## src/rtl/mem_arb_pkg.sv

```systemverilog
// Shared types and constants for the unified-memory port arbiter.
package mem_arb_pkg;

    localparam int AW_DEFAULT = 32;
    localparam int DW_DEFAULT = 32;
    localparam int CNT_W      = 32;

    // Size/sign code driven on the memory port for instruction fetches (full word).
    localparam logic [2:0] FETCH_FUNCT3 = 3'b010;

    typedef enum logic [1:0] {
        IDLE   = 2'd0,
        BUSY_F = 2'd1,
        BUSY_D = 2'd2,
        RESP   = 2'd3
    } arb_state_t;

    typedef enum logic {
        FETCH = 1'b0,
        DATA  = 1'b1
    } grant_t;

    // Saturating increment: sticks at all-ones instead of wrapping.
    function automatic logic [CNT_W-1:0] sat_inc(input logic [CNT_W-1:0] value,
                                                 input logic             en);
        if (en && (value != {CNT_W{1'b1}})) begin
            return value + 1'b1;
        end
        return value;
    endfunction

endpackage

```

## src/rtl/mem_arb_perf_cnt.sv

```systemverilog
// Three saturating event counters for the memory port arbiter.
module mem_arb_perf_cnt
    import mem_arb_pkg::*;
(
    input  logic             clk,
    input  logic             reset,
    input  logic             inc_fetch,
    input  logic             inc_data,
    input  logic             inc_conflict,
    output logic [CNT_W-1:0] perf_fetch,
    output logic [CNT_W-1:0] perf_data,
    output logic [CNT_W-1:0] perf_conflict
);

    // Count completed fetches, completed data accesses and waiting-requester cycles.
    always_ff @(posedge clk or posedge reset) begin
        if (reset) begin
            perf_fetch    <= '0;
            perf_data     <= '0;
            perf_conflict <= '0;
        end else begin
            perf_fetch    <= sat_inc(perf_fetch, inc_fetch);
            perf_data     <= sat_inc(perf_data, inc_data);
            perf_conflict <= sat_inc(perf_conflict, inc_conflict);
        end
    end

endmodule

```

## src/rtl/mem_port_arbiter.sv

```systemverilog
// Request/grant/response sequencer sharing one single-ported memory between
// instruction fetch and load/store. Round-robin on conflicts, one access at a
// time, one-cycle response pulse per completed access.
// Optional build macro: MEM_PORT_ARB_PERF_EN enables the performance counters;
// without it the perf_* ports read zero.
module mem_port_arbiter
    import mem_arb_pkg::*;
#(
    parameter int AW = AW_DEFAULT,
    parameter int DW = DW_DEFAULT
) (
    input  logic             clk,
    input  logic             reset,
    // fetch side
    input  logic             if_req,
    input  logic [AW-1:0]    if_addr,
    output logic             if_rvalid,
    output logic [DW-1:0]    if_rdata,
    output logic             if_stall,
    // data side
    input  logic             d_req,
    input  logic             d_we,
    input  logic [AW-1:0]    d_addr,
    input  logic [DW-1:0]    d_wdata,
    input  logic [2:0]       d_funct3,
    output logic             d_rvalid,
    output logic [DW-1:0]    d_rdata,
    output logic             d_stall,
    // memory side
    output logic             mem_req,
    output logic             mem_we,
    output logic [AW-1:0]    mem_addr,
    output logic [DW-1:0]    mem_wdata,
    output logic [2:0]       mem_funct3,
    input  logic             mem_ready,
    input  logic [DW-1:0]    mem_rdata,
    // performance counters
    output logic [CNT_W-1:0] perf_fetch,
    output logic [CNT_W-1:0] perf_data,
    output logic [CNT_W-1:0] perf_conflict
);

    arb_state_t state;
    arb_state_t next_state;
    grant_t     last_grant;
    logic       grant_f;
    logic       grant_d;
    logic       capture;

    // State register and round-robin history; last_grant records who was last served.
    // NOTE: sequential state uses non-blocking (<=) so every register samples pre-edge values.
    always_ff @(posedge clk or posedge reset) begin
        if (reset) begin
            state      <= IDLE;
            last_grant <= FETCH;
        end else begin
            state <= next_state;
            if (capture) begin
                last_grant <= (state == BUSY_D) ? DATA : FETCH;
            end
        end
    end

    // Next-state, arbitration and handshake outputs.
    // NOTE: every output of this block gets a default first, so no path can infer a latch.
    always_comb begin
        next_state = state;
        grant_f    = 1'b0;
        grant_d    = 1'b0;
        capture    = 1'b0;
        mem_req    = 1'b0;
        if_rvalid  = 1'b0;
        d_rvalid   = 1'b0;
        case (state)
            IDLE: begin
                if (if_req && d_req) begin
                    // Data wins a conflict unless it was the one served last.
                    if (last_grant == DATA) begin
                        grant_f = 1'b1;
                    end else begin
                        grant_d = 1'b1;
                    end
                end else if (if_req) begin
                    grant_f = 1'b1;
                end else if (d_req) begin
                    grant_d = 1'b1;
                end
                if (grant_f) begin
                    next_state = BUSY_F;
                end else if (grant_d) begin
                    next_state = BUSY_D;
                end
            end
            BUSY_F, BUSY_D: begin
                mem_req = 1'b1;
                if (mem_ready) begin
                    capture    = 1'b1;
                    next_state = RESP;
                end
            end
            RESP: begin
                // No arbitration here: the finishing requester still shows its old req.
                if_rvalid  = (last_grant == FETCH);
                d_rvalid   = (last_grant == DATA);
                next_state = IDLE;
            end
            default: begin
                next_state = IDLE;
            end
        endcase
    end

    // Memory-side request registers, loaded once at grant and held through the access.
    always_ff @(posedge clk or posedge reset) begin
        if (reset) begin
            mem_we     <= 1'b0;
            mem_addr   <= '0;
            mem_wdata  <= '0;
            mem_funct3 <= '0;
        end else if (grant_d) begin
            mem_we     <= d_we;
            mem_addr   <= d_addr;
            mem_wdata  <= d_wdata;
            mem_funct3 <= d_funct3;
        end else if (grant_f) begin
            mem_we     <= 1'b0;
            mem_addr   <= if_addr;
            mem_wdata  <= '0;
            mem_funct3 <= FETCH_FUNCT3;
        end
    end

    // Response registers; a store completion leaves d_rdata untouched.
    always_ff @(posedge clk or posedge reset) begin
        if (reset) begin
            if_rdata <= '0;
            d_rdata  <= '0;
        end else if (capture) begin
            if (state == BUSY_F) begin
                if_rdata <= mem_rdata;
            end else if (!mem_we) begin
                d_rdata <= mem_rdata;
            end
        end
    end

    assign if_stall = if_req & ~if_rvalid;
    assign d_stall  = d_req & ~d_rvalid;

`ifdef MEM_PORT_ARB_PERF_EN
    logic conflict;

    // A requester is waiting: both asking in IDLE, or the other side is being served.
    assign conflict = ((state == IDLE)   && if_req && d_req) ||
                      ((state == BUSY_D) && if_req) ||
                      ((state == BUSY_F) && d_req);

    mem_arb_perf_cnt u_perf_cnt (
        .clk          (clk),
        .reset        (reset),
        .inc_fetch    (if_rvalid),
        .inc_data     (d_rvalid),
        .inc_conflict (conflict),
        .perf_fetch   (perf_fetch),
        .perf_data    (perf_data),
        .perf_conflict(perf_conflict)
    );
`else
    assign perf_fetch    = '0;
    assign perf_data     = '0;
    assign perf_conflict = '0;
`endif

endmodule

```

## config.mk

```make
export PLATFORM = sky130hd
export DESIGN_NAME = mem_port_arbiter
export DESIGN_NICKNAME = d
export VERILOG_FILES = /design/src/rtl/mem_arb_pkg.sv /design/src/rtl/mem_arb_perf_cnt.sv /design/src/rtl/mem_port_arbiter.sv
export SDC_FILE = /design/constraint.sdc
export NUM_CORES = 1
export LEC_CHECK = 0
export ABC_AREA = 1
export BUFFER_PORTS_ARGS = -buffer_cell sky130_fd_sc_hd__clkbuf_2
export CAP_MARGIN = 20
export CORE_AREA = 2 2 143 145
export DETAILED_ROUTE_END_ITERATION = 7
export DIE_AREA = 0 0 145 147
export PLACE_DENSITY = 0.61
export SYNTH_ARGS = -nofsm -noshare
export SYNTH_HDL_FRONTEND = slang
export SYNTH_SLANG_ARGS = --single-unit
```

## constraint.sdc

```tcl
create_clock -name clk -period 5.2 [get_ports clk]
set_input_delay 0.78 -clock clk [delete_from_list [all_inputs] [get_ports clk]]
set_output_delay 0.78 -clock clk [all_outputs]
set_load 0.005 [all_outputs]
```

==> flow_summary.ini <==
[global_route]
grtUsageTotal_pct = 16.1
overflow = 0
antenna_found_initial = 1
grt_start_max_net_pins = 104
grt_pass1_wl_mm = 27.6
grt_pass1_vias = 5232

[clock_network]
clock_tree.buffer_depth = 2
cts_root_buf = clkbuf_16
cts_buffers = 17
clk_pin_slew_ns = 0.06
post_cts_buffers = 0
clock_latency_ns = 0.42
tritoncts = built
ctsHoldBuffers = 0
ctsResizeCount = 0
cts_max_level = 4
cts.sinks = 135

[timing]
slew_headroom_pct = 37.5
skew_ns = 0.0115
period_needed_ns = 2.79
fin_crit_sh_pct = 53.6
setup_viol = 0
fmax_mhz = 359
maxSlewViolCount = 0
hold_viol = 0
max_slew.worst_pin.slew_ns = 0.937
fin_setup_tns_ns = 0
rsz0062_at_grt = false
fin_ws_ns = 2.41

[logic_synthesis]
synth-edff-count = 0
synth-seq-area-share_pct = 52.0
synth_area_per_cell_um2 = 8.27
synth_ff_type = dfrtp_1
ys_warn_count = 0
yosys.area.top_type = dfrtp_1
synth_common_cells = 284 x nand2_1, 135 x dfrtp_1, 100 x nand3_1
synth-seq-cells = 135
ys_top_cells_by_area = dfrtp_1 52%, nand2_1 16%, buf_4 11%
yosysUniqueCellTypes = 20
synth_top_cell_area_share_pct = 52.0
ys_async_sr_fraction_pct = 100
synth_most_common_cell = nand2_1
syn_inst = 786
synth_area_um2 = 6500

[placed_design]
place_congestion = 0.814
dp_hpwl_mm = 12.6
port_buffers = 273
pre_cts_slack_ns = 2.33

[detailed_routing]
drc = 0
post_drt_wl_per_cell_um = 13.3
vias = 5627
drt_pass1_iterations = 4
viasPerCell = 4.25
detail-route-antenna-nets = 0
dr.first_iter.drc_count = 223
wl_mm = 17.6

[die]
dieHeight_um = 147
die_w_um = 145
core-area_um2 = 19800
die_area_um2 = 21300
ios = 370
start_util_pct = 32.8
rows = 52

[worst_setup_path]
path_class = register to register
cp.required_ns = 5.54
worstSetupStartpointType = register
critPathCaptureType = register
critPathMaxFanout = 84
worstPathArrival_ns = 3.13

[run]
maxCapViolCount = 0

[outcome]
status = finished, final reports clean

[power]
vdd.ir_drop.worst_mv = 0.222
powerDensity_nw_per_um2 = 582
p_leak_nw = 4.98

[finish]
nFillCells = 2064
fin_nets = 1181
num_antenna_cells = 0
layout-drive-gt1-share_pct = 30.3
area_delta_synth_final_pct = 28.8

[min_path]
min_path_type = register to register
[report_power, final]
part           switching [mW]  total, mW  internal [mW]
logic                   0.997       1.69          0.697
clock network           0.482       1.39          0.909
registers               0.267       1.79           1.52
total                    1.75       4.88           3.13
[stage by stage]
step                      power, mW  utilization [%]  std cells  hold slack (ns)  area [um^2]
after global routing           5.29             42.2       1323            0.509         8380
after global placement         3.48             38.6       1289            0.465         7660
after floorplan                2.80                -        881            0.476         6860
after detailed placement       3.52             38.6       1289            0.474         7660
final                          4.88             42.2       1323            0.486         8380
after CTS                      4.94             42.0       1321            0.490         8340
[final timing paths]
check                       startpoint      endpoint  slack [ns]  depth (start not counted)
max                           state[0]  mem_addr[30]        2.41                         10
min                        d_rdata[28]   d_rdata[28]        0.49                          2
max reg2reg                   state[0]  mem_addr[30]        2.41                         10
min reg2reg                d_rdata[28]   d_rdata[28]        0.49                          2
max in group asynchronous        reset  mem_addr[23]        3.57                          3
min in group asynchronous        reset   d_rdata[18]        0.56                          2
[cell type report]
| class | instances | area [um^2] | area share, % |
|---|---|---|---|
| Clock inverter | 13 | 240 | 2.87 |
| Sequential cell | 135 | 3380 | 40.3 |
| Clock buffer | 19 | 433 | 5.17 |
| Inverter | 46 | 179 | 2.14 |
| Timing Repair Buffer | 278 | 1430 | 17.1 |
| Tap cell | 270 | 338 | 4.03 |
| Multi-Input combinational cell | 562 | 2380 | 28.4 |
[registers in the layout (all words and copies together), names as in the netlist]
register,cells
d_rdata,32
if_rdata,32
mem_addr,32
mem_wdata,32
mem_funct3,3
state,2
last_grant,1
mem_we,1
[critical path: stages (launching register included)]
cell and delay, ns:
dfrtp_1 0.40, inv_1 0.08, ha_1 0.28, nand2_1 0.12
clkinv_2 0.37, nand2_4 0.36, buf_4 0.69, nand2_1 0.12
nand2_1 0.10, nand2_1 0.05, nand2_1 0.09
[cells in the final DEF (no fill, tap or decap)]
cell type	count
nand3_1	100
nor2_1	6
clkinv_4	1
o21ai_1	4
buf_4	3
nand2_4	1
inv_6	6
inv_2	2
or2_2	1
conb_1	96
dfrtp_1	135
bufinv_16	6
nand2_1	282
inv_1	42
nand3_2	1
clkbuf_2	273
o21ai_0	62
clkinv_2	1
clkinvlp_4	1
ha_1	4
clkbuf_1	2
a21oi_1	1
buf_12	2
clkbuf_16	17
nand2_2	4
[cells by family after synthesis]
logic type	after synthesis	share of synthesized area, %
compound gates	67	5.16
fa+ha+maj	4	0.770
buf+inv	184	17.1
flops	135	52.0
other cells	1	0.0577
simple gates	395	25.0
[per-layer routing]
layer | wire (um) | up-vias | part of all wire, % | track usage (%)
met5 | 12 | - | 0.068 | 0
met4 | 161 | 2 | 0.92 | 4.90
met3 | 1700 | 13 | 9.7 | 6.37
met2 | 8160 | 265 | 46 | 25.0
met1 | 7530 | 2562 | 43 | 20.9
li1 | - | 2785 | - | -
Power figures use the tool's default switching activity.
